==> config.mk <==
export PLATFORM = sky130hd
export DESIGN_NAME = lpfilter_ctrl
export DESIGN_NICKNAME = d
export VERILOG_FILES = /design/src/rtl/lpfilter_pkg.sv /design/src/rtl/lpfilter_ctrl.sv
export SDC_FILE = /design/constraint.sdc
export NUM_CORES = 1
export LEC_CHECK = 0
export ABC_AREA = 1
export CORE_UTILIZATION = 39
export CTS_CLUSTER_SIZE = 28
export DETAILED_ROUTE_END_ITERATION = 8
export PLACE_DENSITY = 0.92
export RECOVER_POWER = 25
export SLEW_MARGIN = 20
export SYNTH_ARGS = -nofsm -noshare
export SYNTH_HDL_FRONTEND = slang
export SYNTH_SLANG_ARGS = --single-unit
==> constraint.sdc <==
create_clock -name clk -period 2.3 [get_ports clk]
set_input_delay 0.69 -clock clk [delete_from_list [all_inputs] [get_ports clk]]
set_output_delay 0.69 -clock clk [all_outputs]
set_load 0.05 [all_outputs]
==> src/rtl/lpfilter_pkg.sv <==
// Shared lpfilter definitions: sequencer state encoding and the default
// widths used by the controller, the FIR core and the lpfilter top.
package lpfilter_pkg;

    typedef enum logic [1:0] {
        ST_IDLE  = 2'd0,
        ST_CLEAR = 2'd1,
        ST_RUN   = 2'd2,
        ST_FLUSH = 2'd3
    } state_e;

    localparam int unsigned LPF_IWIDTH   = 16;
    localparam int unsigned LPF_OWIDTH   = 32;
    localparam int unsigned LPF_CLENGTH  = 21;
    localparam int unsigned LPF_FRAMELEN = 256;
    localparam int unsigned LPF_CNTWIDTH = 16;

endpackage

==> src/rtl/lpfilter_ctrl.sv <==
// Frame sequencer for the transposed-form FIR core: clear the delay line,
// stream one frame in, drain the convolution tail, all under backpressure.
module lpfilter_ctrl
    import lpfilter_pkg::*;
#(
    parameter int unsigned C_IWIDTH   = LPF_IWIDTH,
    parameter int unsigned C_OWIDTH   = LPF_OWIDTH,
    parameter int unsigned C_CLENGTH  = LPF_CLENGTH,
    parameter int unsigned C_FRAMELEN = LPF_FRAMELEN,
    parameter int unsigned C_CNTWIDTH = LPF_CNTWIDTH
) (
    input  logic                clk,
    input  logic                rst,
    input  logic                start,
    output logic                busy,
    output logic                done,
    input  logic                si_valid,
    output logic                si_ready,
    input  logic [C_IWIDTH-1:0] si_data,
    output logic                mo_valid,
    input  logic                mo_ready,
    output logic [C_OWIDTH-1:0] mo_data,
    output logic                fir_en,
    output logic [C_IWIDTH-1:0] fir_din,
    input  logic [C_OWIDTH-1:0] fir_dout
);

    localparam bit HAS_TAIL = (C_CLENGTH > 1);
    localparam logic [C_CNTWIDTH-1:0] CLR_LAST = C_CNTWIDTH'(C_CLENGTH - 1);
    localparam logic [C_CNTWIDTH-1:0] RUN_LAST = C_CNTWIDTH'(C_FRAMELEN - 1);
    localparam logic [C_CNTWIDTH-1:0] FL_LAST  =
        C_CNTWIDTH'(HAS_TAIL ? C_CLENGTH - 2 : 0);

    state_e                state_q, state_d;
    logic [C_CNTWIDTH-1:0] cnt_q, cnt_d;
    logic                  mo_valid_q, mo_valid_d;
    logic                  done_q, done_d;

    logic                  slot_free;
    logic                  fir_en_c;
    logic                  si_ready_c;
    logic [C_IWIDTH-1:0]   fir_din_c;

    always_ff @(posedge clk or posedge rst) begin
        if (rst) begin
            state_q    <= ST_IDLE;
            cnt_q      <= '0;
            mo_valid_q <= 1'b0;
            done_q     <= 1'b0;
        end else begin
            state_q    <= state_d;
            cnt_q      <= cnt_d;
            mo_valid_q <= mo_valid_d;
            done_q     <= done_d;
        end
    end

    always_comb begin
        state_d    = state_q;
        cnt_d      = cnt_q;
        mo_valid_d = mo_valid_q;
        done_d     = 1'b0;
        slot_free  = !mo_valid_q || mo_ready;
        fir_en_c   = 1'b0;
        si_ready_c = 1'b0;
        fir_din_c  = '0;

        if (mo_valid_q && mo_ready) begin
            mo_valid_d = 1'b0;
        end

        unique case (state_q)
            ST_IDLE: begin
                if (start) begin
                    state_d = ST_CLEAR;
                    cnt_d   = '0;
                end
            end
            ST_CLEAR: begin
                // Hold off while a previous frame's last result is unread.
                fir_en_c = !mo_valid_q;
                if (fir_en_c) begin
                    if (cnt_q == CLR_LAST) begin
                        state_d = ST_RUN;
                        cnt_d   = '0;
                    end else begin
                        cnt_d = cnt_q + 1'b1;
                    end
                end
            end
            ST_RUN: begin
                si_ready_c = slot_free;
                fir_en_c   = si_valid && slot_free;
                fir_din_c  = si_data;
                if (fir_en_c) begin
                    mo_valid_d = 1'b1;
                    if (cnt_q == RUN_LAST) begin
                        cnt_d = '0;
                        if (HAS_TAIL) begin
                            state_d = ST_FLUSH;
                        end else begin
                            state_d = ST_IDLE;
                            done_d  = 1'b1;
                        end
                    end else begin
                        cnt_d = cnt_q + 1'b1;
                    end
                end
            end
            ST_FLUSH: begin
                fir_en_c = slot_free;
                if (fir_en_c) begin
                    mo_valid_d = 1'b1;
                    if (cnt_q == FL_LAST) begin
                        state_d = ST_IDLE;
                        cnt_d   = '0;
                        done_d  = 1'b1;
                    end else begin
                        cnt_d = cnt_q + 1'b1;
                    end
                end
            end
        endcase
    end

    assign busy     = (state_q != ST_IDLE);
    assign done     = done_q;
    assign si_ready = si_ready_c;
    assign mo_valid = mo_valid_q;
    assign mo_data  = fir_dout;
    assign fir_en   = fir_en_c;
    assign fir_din  = fir_din_c;

endmodule

# After elaboration in Yosys (flattened, before gate mapping)

Cells that the tools add are included.

Bits in registers: 20
Bits in latches: 0
Bits in writable memories: 0
ROM bits: 0
Bits of input ports: 53
Logic and storage cells: 52
Memories: 0

$add $sub $neg: 1
$mul: 0
Div/mod/pow operators: 0
$lt $le $gt $ge: 0
Equality and inequality tests: 13
Shifts and indexed selects: 0
Multiplexer cells: 26
Bitwise logic cells: 0
Reductions and logical operators: 8

Operators by type and width:

| kind                    | number |
|---|---|
| $mux W16                | 8 |
| $pmux W16 S4            | 1 |
| $eq A16 B5 Y1 const B   | 2 |
| $add A16 B1 Y16 const B | 1 |
| $eq A16 B8 Y1 const B   | 1 |
| $mux W2                 | 7 |
| $ne A2 B2 Y1 const B    | 7 |
| $pmux W2 S4             | 1 |
| $mux W1                 | 7 |
| $reduce_and A7 Y1       | 1 |
| $eq A2 B2 Y1 const B    | 2 |
| $reduce_and A4 Y1       | 1 |
| $pmux W1 S3             | 1 |
| $eq A2 B1 Y1 const B    | 1 |
| $logic_and A1 B1 Y1     | 2 |
| $logic_not A2 Y1        | 1 |
| $pmux W1 S2             | 1 |
| $reduce_bool A2 Y1      | 1 |
| $logic_not A1 Y1        | 1 |
| $logic_or A1 B1 Y1      | 1 |

# Logic depth before layout (Yosys ltp)

Depth after elaboration: 5
Depth in mapped cells: 11
Depth with buffers taken out: 11

# Least setup slack after synthesis

Ideal clock, no wire load.

Path kind: input -> output
Start: input mo_ready
End: output fir_en
Arrival time: 2.489 ns
Data required time: 1.610 ns
Path slack: -0.879 ns
Stages: 6
Path through: inv_1 > nand2_2 > inv_1 > nor2_1 > nand2_1 > a31oi_1

Longest elaborated chain between the ends: 3

Ends and longest elaborated chain:

| what                 | line                | RTL |
|---|---|---|
| from (decl)          | lpfilter_ctrl.sv:21 | `input logic mo_ready,` |
| $logic_or A1 B1 Y1 * | lpfilter_ctrl.sv:63 | `slot_free = !mo_valid_q \|\| mo_ready;` |
| $logic_and A1 B1 Y1  | lpfilter_ctrl.sv:93 | `fir_en_c = si_valid && slot_free;` |
| $pmux W1 S3 *        | lpfilter_ctrl.sv:72 | `unique case (state_q)` |
| to (decl)            | lpfilter_ctrl.sv:23 | `output logic fir_en,` |

Every way passes the cells marked *; elsewhere a longest branch is shown, timed or not.

# Worst setup path in the final report

Start: register state_q[1]
End: output fir_en

Longest elaborated chain between the ends: 2

Ends and longest elaborated chain:

| what                                                | line                | RTL |
|---|---|---|
| from (decl)                                         | lpfilter_ctrl.sv:34 | `state_e state_q, state_d;` |
| from (signal assigned)                              | lpfilter_ctrl.sv:51 | `state_q <= state_d;` |
| $eq A2 B2 Y1 / $eq A2 B1 Y1 (equally long branches) | lpfilter_ctrl.sv:72 |  |
| $pmux W1 S3 *                                       | lpfilter_ctrl.sv:72 |  |

Marked as above.

==> results.yml <==
worst_setup_path:
  r2r.worst_path.cells: 11
  cp_data_required_time_ns: 1.61
  rr_endpoint: "state_q[0]$_DFFE_PP0P_"
  path_max_fanout: 7
  crit_path_end: "fir_en"
  crit_start_category: "register"
  criticalPathCategory: "register to output port"
  critical_path_capture_point_type: "output port"
  timing.critical_path.from: "state_q[1]$_DFFE_PP0P_"
  r2r_setup_slack_ns: 0.28
  critical_path_arrival_ns: 1.61
  reg2reg_from: "state_q[0]$_DFFE_PP0P_"
run_status:
  failed_checks: "DRC"
  status: "finished with violations"
synth:
  avg_synthesized_cell_area_um2: 6.53
  synth-seq-area-share_pct: 26.8
  syn_nets: 347
  post_synth_num_cell_types: 28
  mappedNetlistArea_um2: 1870
  syn-instance-count: 286
  ys_warn_count: 0
  ys_seq_elements: 20
cells_and_area:
  post-route-util_pct: 56.9
  area_delta_synth_final_pct: 36.3
  nets: 375
  storage_cell_area_um2: 500
  finish.cell_count_without_fillers: 365
  most-common-layout-cells: "79 x sky130_fd_sc_hd__nand2_1, 30 x sky130_fd_sc_hd__inv_1, 30 x sky130_fd_sc_hd__nand3_1"
  multi_input_comb_area_um2: 976
  layout.cells.most_common: "sky130_fd_sc_hd__nand2_1"
  final.fill_count: 361
  antennaDiodeCount: 0
  final_layout_size_suffix_gt1_share_pct: 23.0
die:
  dieArea_um2: 5070
  die-height_um: 71.2
  x_dimension_of_the_die_um: 71.2
  ios: 106
  fp.coreArea_um2: 4470
  fp-row-count: 24
  floorplan.initialDensity_pct: 41.7
routing:
  drt_pass1_iterations: 7
  vias: 1983
  detail_route.iter0.violations: 231
  via_per_inst: 5.43
  drc: 7
  routed_wirelength_um: 5380
  wl_per_cell_um: 14.7
  drt.antenna.violating_nets: 0
sta:
  finClkSkew_ns: 0.00902
  final.min_clock_period_ns: 2.30
  worst_slew_pin_tran_ns: 1.13
  maxSlewViolCount: 0
  timing.final.hold_violations: 0
  tns_ns: 0
  report.final.setup_viol: 0
  maxSlewHeadroom_pct: 24.7
  achievable-frequency_mhz: 435
  final_min_period_over_clock_period_pct: 99.9
  timing.hold.ws_ns: 0.562
global_routing:
  grt_overflow: 0
  antenna_violations_before_repair: 0
  grt_max_degree: 23
  vias_in_the_first_global_route: 1747
  global_route.usage.total_pct: 19.6
  grt_pass1_wl_um: 7840
power_and_ir_drop:
  p_leak_nw: 1.16
  power-per-cell-area_nw_per_um2: 1090
  irDropWorstVdd_mv: 0.934
clock_network:
  tritoncts: "built"
  numClockSinks: 20
  path_clk_slew_ns: 0.08
  clock_tree.buffer_depth: 2
  ctsHoldBuffers: 0
  cts_inserted_buffers: 3
  h-tree-depth: 1
  cts_root_buffer: "sky130_fd_sc_hd__clkbuf_8"
  insertion_delay_ns: 0.27
place:
  portBuffers: 41
  final_hpwl_dp_um: 3820
  gp_congestion: 0.980
  cells_after_dpl: 357
hold_path:
  hold_path_class: "register to register"
  launch_point_of_the_worst_hold_path: "cnt_q[13]$_DFFE_PP0P_"
job:
  drv_cap: 0
[metrics by stage]
stage | setup WS [ns] | power, mW | instance area (um^2)
floorplan | -0.0213 | 1.66 | 1940
global placement | -0.324 | 2.30 | 2450
detailed placement | -0.400 | 2.36 | 2450
CTS | 0.0186 | 2.67 | 2510
global route | -0.0445 | 2.88 | 2540
finish | 0.00279 | 2.78 | 2540
[where the power goes]
group / switching [mW] / internal [mW] / leakage (nW)
Combinational: 1.22 / 0.824 / 0.858
Sequential: 0.0644 / 0.396 / 0.273
Clock: 0.119 / 0.153 / 0.0288
Total: 1.40 / 1.37 / 1.16
[routing by layer]
layer,GRT usage (%),up-vias,routed length (um)
li1,-,914,-
met1,23.0,898,1880
met2,35.0,135,2830
met3,2.56,36,447
met4,9.56,0,225
met5,0,-,0
[flip-flops by register name, summed over array words and instances, names as in the netlist]
| name | count |
|---|---|
| state_q | 2 |
| mo_valid | 1 |
| done | 1 |
| cnt_q | 16 |
[cells in the mapped netlist]
library cell | n | area (um^2)
sky130_fd_sc_hd__o21ai_0 | 7 | 35.0
sky130_fd_sc_hd__o21ai_2 | 1 | 8.76
sky130_fd_sc_hd__xnor2_1 | 1 | 8.76
sky130_fd_sc_hd__nand4_1 | 6 | 37.5
sky130_fd_sc_hd__nor4_1 | 1 | 6.26
sky130_fd_sc_hd__nand3b_1 | 1 | 7.51
sky130_fd_sc_hd__buf_1 | 1 | 3.75
sky130_fd_sc_hd__buf_4 | 34 | 255
sky130_fd_sc_hd__dfrtp_1 | 20 | 500
sky130_fd_sc_hd__nor2_4 | 2 | 22.5
sky130_fd_sc_hd__o311ai_0 | 1 | 8.76
sky130_fd_sc_hd__xor2_1 | 3 | 26.3
sky130_fd_sc_hd__a31oi_1 | 1 | 6.26
sky130_fd_sc_hd__nand2_1 | 80 | 300
sky130_fd_sc_hd__nand3_2 | 1 | 10.0
sky130_fd_sc_hd__clkbuf_1 | 1 | 3.75
sky130_fd_sc_hd__o21ai_1 | 1 | 5.00
sky130_fd_sc_hd__o21bai_1 | 2 | 15.0
sky130_fd_sc_hd__inv_1 | 44 | 165
sky130_fd_sc_hd__nor3_1 | 5 | 25.0
sky130_fd_sc_hd__nand3_1 | 30 | 150
sky130_fd_sc_hd__nor2_2 | 1 | 6.26
sky130_fd_sc_hd__nand2_2 | 4 | 25.0
sky130_fd_sc_hd__nand3_4 | 1 | 17.5
sky130_fd_sc_hd__nor2_1 | 21 | 78.8
sky130_fd_sc_hd__a21oi_1 | 6 | 30.0
sky130_fd_sc_hd__ha_1 | 8 | 100
sky130_fd_sc_hd__inv_2 | 2 | 7.51
[layout make-up]
class                      instances  area share [%]
tap                               52            2.56
inverter                          46            8.56
sequential                        20            19.7
multi-input combinational        184            38.4
clock buffer                       4            2.16
timing repair buffer              59            28.7
[cell families (layout without fill, tap and decap cells)]
group / after synthesis / after routing / share of synthesized area (%)
AO/OA/AOI/OAI: 19 / 19 / 5.83
buffers and inverters: 82 / 109 / 23.3
XOR/XNOR: 4 / 4 / 1.88
AND/OR/NAND/NOR: 153 / 153 / 36.8
flip-flops: 20 / 20 / 26.8
adder cells (fa/ha/maj): 8 / 8 / 5.36
[worst max-delay path: stages (launching register included)]
cell,delay (ns)
sky130_fd_sc_hd__dfrtp_1,0.48
sky130_fd_sc_hd__ha_2,0.33
sky130_fd_sc_hd__nand2_1,0.15
sky130_fd_sc_hd__a31oi_4,0.22
sky130_fd_sc_hd__buf_12,0.16
[how the worst min path moves through the flow]
| stage | endpoint | depth (start not counted) |
|---|---|---|
| 5_1_grt | cnt_q[15]$_DFFE_PP0P_ | 2 |
| 3_3_place_gp | state_q[1]$_DFFE_PP0P_ | 2 |
| 6_report | cnt_q[13]$_DFFE_PP0P_ | 2 |
| 3_5_place_dp | state_q[1]$_DFFE_PP0P_ | 2 |
| 2_1_floorplan | state_q[1]$_DFFE_PP0P_ | 2 |
| 4_1_cts | state_q[1]$_DFFE_PP0P_ | 2 |
[what timing repair did]
| action | CTS | global route |
|---|---|---|
| pin swaps | 1 | 1 |
| endpoints found under the hold margin | 0 | 0 |
| setup buffers | 2 | 2 |
| endpoints found under the setup margin | 6 | 14 |
| gates resized for setup | 6 | 5 |
Power figures use the tool's default switching activity.
